File: src/rtl/snake_btn_pulse.sv
`default_nettype none
// ============================================================================
// Module      : snake_btn_pulse
// Description : Synchronise and debounce four push-buttons and emit prioritised
//               one-cycle press pulses. Auto-repeat is enabled by SNAKE_BTN_REPEAT_EN.
// Revision    : 1.0
// ============================================================================
module snake_btn_pulse #(
  parameter int DEBOUNCE_CYCLES = 250000,
  parameter int REPEAT_CYCLES   = 12500000
) (
  input  logic i_Clk,
  input  logic i_Rst_L,
  input  logic i_Btn_Up,
  input  logic i_Btn_Down,
  input  logic i_Btn_Left,
  input  logic i_Btn_Right,
  output logic Snake_Up,
  output logic Snake_Down,
  output logic Snake_Left,
  output logic Snake_Right,
  output logic o_Any_Press
);

  localparam int c_DBW = (DEBOUNCE_CYCLES > 1) ? $clog2(DEBOUNCE_CYCLES) : 1;
  localparam logic [c_DBW-1:0] c_DB_MAX = c_DBW'(DEBOUNCE_CYCLES - 1);

  // Index 0 is the highest-priority button.
  logic [3:0] w_btn_raw;
  logic [3:0] w_evt;
  logic [3:0] w_grant;

  assign w_btn_raw = {i_Btn_Right, i_Btn_Left, i_Btn_Down, i_Btn_Up};

  generate
    for (genvar g = 0; g < 4; g++) begin : g_btn
      logic             r_sync1;
      logic             r_sync2;
      logic             r_stable;
      logic             r_stable_d;
      logic [c_DBW-1:0] r_db_cnt;
      logic             w_evt_init;

      always_ff @(posedge i_Clk or negedge i_Rst_L) begin
        if (!i_Rst_L) begin
          r_sync1    <= 1'b0;
          r_sync2    <= 1'b0;
          r_stable   <= 1'b0;
          r_stable_d <= 1'b0;
          r_db_cnt   <= '0;
        end else begin
          r_sync1    <= w_btn_raw[g];
          r_sync2    <= r_sync1;
          r_stable_d <= r_stable;
          if (r_sync2 == r_stable) begin
            r_db_cnt <= '0;
          end else if (r_db_cnt == c_DB_MAX) begin
            r_stable <= r_sync2;
            r_db_cnt <= '0;
          end else begin
            r_db_cnt <= r_db_cnt + 1'b1;
          end
        end
      end

      // Only the rising edge of the accepted level is a press.
      assign w_evt_init = r_stable & ~r_stable_d;

`ifdef SNAKE_BTN_REPEAT_EN
      localparam int c_RPW = (REPEAT_CYCLES > 1) ? $clog2(REPEAT_CYCLES) : 1;
      localparam logic [c_RPW-1:0] c_RP_MAX = c_RPW'(REPEAT_CYCLES - 1);

      logic [c_RPW-1:0] r_rep_cnt;
      logic             w_evt_rep;

      assign w_evt_rep = r_stable & r_stable_d & (r_rep_cnt == c_RP_MAX);

      always_ff @(posedge i_Clk or negedge i_Rst_L) begin
        if (!i_Rst_L) begin
          r_rep_cnt <= '0;
        end else if (!r_stable || w_evt_init || w_evt_rep) begin
          r_rep_cnt <= '0;
        end else begin
          r_rep_cnt <= r_rep_cnt + 1'b1;
        end
      end

      assign w_evt[g] = w_evt_init | w_evt_rep;
`else
      assign w_evt[g] = w_evt_init;
`endif
    end
  endgenerate

  // Fixed priority; losing events are simply dropped.
  always_comb begin
    w_grant = 4'b0000;
    if (w_evt[0])      w_grant = 4'b0001;
    else if (w_evt[1]) w_grant = 4'b0010;
    else if (w_evt[2]) w_grant = 4'b0100;
    else if (w_evt[3]) w_grant = 4'b1000;
  end

  always_ff @(posedge i_Clk or negedge i_Rst_L) begin
    if (!i_Rst_L) begin
      Snake_Up    <= 1'b0;
      Snake_Down  <= 1'b0;
      Snake_Left  <= 1'b0;
      Snake_Right <= 1'b0;
      o_Any_Press <= 1'b0;
    end else begin
      Snake_Up    <= w_grant[0];
      Snake_Down  <= w_grant[1];
      Snake_Left  <= w_grant[2];
      Snake_Right <= w_grant[3];
      o_Any_Press <= |w_grant;
    end
  end

endmodule
`default_nettype wire

File: config.mk
export PLATFORM = sky130hd
export DESIGN_NAME = snake_btn_pulse
export DESIGN_NICKNAME = d
export VERILOG_FILES = /design/src/rtl/snake_btn_pulse.sv
export SDC_FILE = /design/constraint.sdc
export NUM_CORES = 1
export LEC_CHECK = 0
export CORE_UTILIZATION = 40
export CTS_CLUSTER_SIZE = 12
export DETAILED_ROUTE_END_ITERATION = 10
export PLACE_DENSITY_LB_ADDON = 0.12
export SYNTH_ARGS = -nofsm -noshare
export SYNTH_HDL_FRONTEND = slang
export SYNTH_SLANG_ARGS = --single-unit
File: constraint.sdc
create_clock -name i_Clk -period 3.35 [get_ports i_Clk]
set_clock_uncertainty 0.15 [all_clocks]
set_input_delay 0.67 -clock i_Clk [delete_from_list [all_inputs] [get_ports i_Clk]]
set_output_delay 0.67 -clock i_Clk [all_outputs]
set_load 0.01 [all_outputs]
==> flow_metrics.tcl <==
set metrics [dict create \
    status "completed" \
    wl_mm 7.706 \
    worstPathMaxFanout 18 \
    layout-drive-gt1-share_pct 9.007 \
    place.gp.congestion 0.7730 \
    synth.mux.area_fraction_pct 1.032 \
    nNetsFinal 438 \
    syn_inst 410 \
    dp_hpwl_mm 5.165 \
    ys.warnings.count 0 \
    cts_buffers 9 \
    io_pins 11 \
    cts-resized-gates 0 \
    crit_family "compound AO/OA/AOI/OAI gates" \
    drv_cap 0 \
    area_growth_pct 10.00 \
    antennaDiodeCount 0 \
    ys_ff_latch 93 \
    grt_pass1_wl_mm 13.92 \
    grt_usage_pct 15.74 \
    ys_types 43 \
    p_per_area_nw_per_um2 401.6 \
    hold_violations 0 \
    coreArea_um2 10460 \
    portBuffers 10 \
    vias 2957 \
    synth_area_leaders "dfrtp_1 (53%), xnor2_1 (6.8%), nor2_1 (6.5%)" \
    route.detailed.drc 0 \
    synth_common_cells "dfrtp_1 (93), nor2_1 (76), xnor2_1 (34)" \
    tns_ns 0 \
    synth_xor_area_share_pct 11.24 \
    cts_setup_buffers 0 \
    layoutNonFillerInstCount 569 \
    power.leakage_nw 1.965 \
    dp.cells 553 \
    path_clk_slew_ns 0.09 \
    setup_slack_ns 1.017 \
    overflow 0 \
    synthArstFlopShare_pct 100.0 \
    dp_slack_ns 0.9954 \
    worst_setup_path_end_kind "flip-flop" \
    cts_buffer_depth 2 \
    maxSlewViolCount 0 \
    dr.pass1.iters 4 \
    crit_buf_inv 0 \
    ir_worst_vdd_v 0.0002607 \
    synth_compound_gate_area_share_pct 5.446 \
    seq_area_frac_synth_pct 53.31 \
    rows 37 \
    grt_pass1_vias 2903 \
    synthFlopType "dfrtp_1" \
    setup_viol 0 \
    synth_area_per_cell_um2 10.65 \
    synth_top_family_by_area "simple AND/OR/NAND/NOR gates" \
    synth_area_leader_cell "dfrtp_1" \
    period_minus_slack_ns 2.333 \
    synth-simple-area-share_pct 25.85 \
    holdWs_ns 0.1048 \
    cts_tree "yes" \
    insertion_delay_ns 0.38 \
    post-route-util_pct 45.90 \
    hold_path_class "primary input to asynchronous set/reset pin" \
    synth_fp_nets 420 \
    crit_type "flip-flop to flip-flop" \
    synth_area_um2 4365 \
    crit_required_ns 3.42 \
    grt_setup_unrepaired "no" \
    cts_sinks 93 \
    cp_slowest_stage_delay_ns 0.95 \
    ant_nets 0 \
    synth_edf_count 0 \
    die-area_um2 11340 \
    start_kind "flip-flop" \
    maxSlewHeadroom_pct 35.32 \
    max_freq_mhz 428.7 \
    die_h_um 106.5 \
    start_util_pct 41.72 \
    drtIter0Drc 86 \
    critical_path.cell_chain "nor4_1 > nand4_1 > o41ai_4 > nor2_1" \
    htree_levels 3 \
    cp_slowest_cell "o41ai_4" \
    grt_max_degree 55 \
    die-width_um 106.5 \
    viasPerCell 5.197 \
    clockRootBuffer "clkbuf_8" \
    antenna_found_initial 0 \
    period_share_pct 69.63 \
    synthAdderAreaFrac_pct 1.146 \
    synth_most_common_cell "dfrtp_1" \
    hold_buffers 0 \
    route.detailed.wl_per_inst_um 13.54 \
    arrival_ns 2.41 \
    tightest_slew_ns 0.9669 \
    synth_top_area_share_pct 53.31 \
]
[cell type report]
class | count | area, um^2
well taps | 136 | 170.2
repair buffers | 13 | 132.6
clock buffers | 9 | 123.9
fillers | 1021 | 5660
multi-input cells | 301 | 1952
inverters | 10 | 37.54
clock inverters | 7 | 58.81
flip-flops and latches | 93 | 2327
[registers in the layout, indices dropped and copies added, names as in the netlist]
signal            cells
Snake_Up              1
g_btn.r_stable_d      4
g_btn.r_db_cnt       72
o_Any_Press           1
Snake_Left            1
Snake_Right           1
Snake_Down            1
g_btn.r_stable        4
g_btn.r_sync2         4
g_btn.r_sync1         4
[per-layer routing]
metal / vias up / part of all wire, % / track usage, %
met5: - / 0 / 0
met4: 0 / 1.2 / 5.284
met3: 9 / 3.3 / 5.334
met2: 36 / 44 / 23.24
met1: 1429 / 51 / 21.60
li1: 1483 / - / -
[placed cells by master (no fill, tap or decap), drive strengths merged, types with 4 or more instances in the layout]
cell           netlist  layout
dfrtp               93      93
nor2                76      76
xnor2               34      34
nand3               27      27
xor2                22      22
nand4               22      22
nand2               21      21
nor4                15      15
inv                 10      13
a21oi               12      12
nor3                11      11
clkbuf               0       9
clkdlybuf4s50        0       9
o31ai                6       6
and4                 6       6
or4                  6       6
or3                  5       5
o41ai                5       5
nand2b               4       4
mux2                 4       4
ha                   4       4
o21ai                4       4
buf                  6       4
[worst register-to-register path, delay by kind of cell (launching register included)]
family | cells | cell delay [ns]
flops | 1 | 0.44
simple gates | 3 | 0.64
compound gates | 1 | 0.95
[report_power, final]
group          internal, mW  switching [mW]
Clock                 0.280           0.422
Combinational        0.0247          0.0502
Sequential             1.14          0.0142
[cell families after synthesis]
group	after synthesis
AOI/OAI and AO/OA	28
buffers and inverters	16
and+or+nand+nor	209
muxes	4
xor gates and xnor gates	56
adders and majority gates	4
DFF	93
[metrics by stage]
step / instance area [um^2] / power (mW)
finish: 4802 / 1.928
global route: 4802 / 2.023
CTS: 4802 / 1.972
detailed placement: 4619 / 1.253
global placement: 4619 / 1.251
floorplan: 4365 / 1.212
[path summary, 6_finish.rpt]
| check | start | slack (ns) | depth (start not counted) | to |
|---|---|---|---|---|
| setup / recovery | g_btn[3].r_db_cnt[10]$_DFF_PN0_ | 1.02 | 4 | g_btn[3].r_db_cnt[8]$_DFF_PN0_ |
| hold / removal | i_Rst_L | 0.10 | 1 | g_btn[3].r_db_cnt[12]$_DFF_PN0_ |
| setup reg to reg | g_btn[3].r_db_cnt[10]$_DFF_PN0_ | 1.02 | 4 | g_btn[3].r_db_cnt[8]$_DFF_PN0_ |
| hold reg to reg | g_btn[0].r_sync1$_DFF_PN0_ | 0.21 | 0 | g_btn[0].r_sync2$_DFF_PN0_ |
| max in group asynchronous | i_Rst_L | 2.28 | 2 | g_btn[2].r_db_cnt[11]$_DFF_PN0_ |
| min in group i_Clk | g_btn[0].r_sync1$_DFF_PN0_ | 0.21 | 0 | g_btn[0].r_sync2$_DFF_PN0_ |
Power figures use the tool's default switching activity.
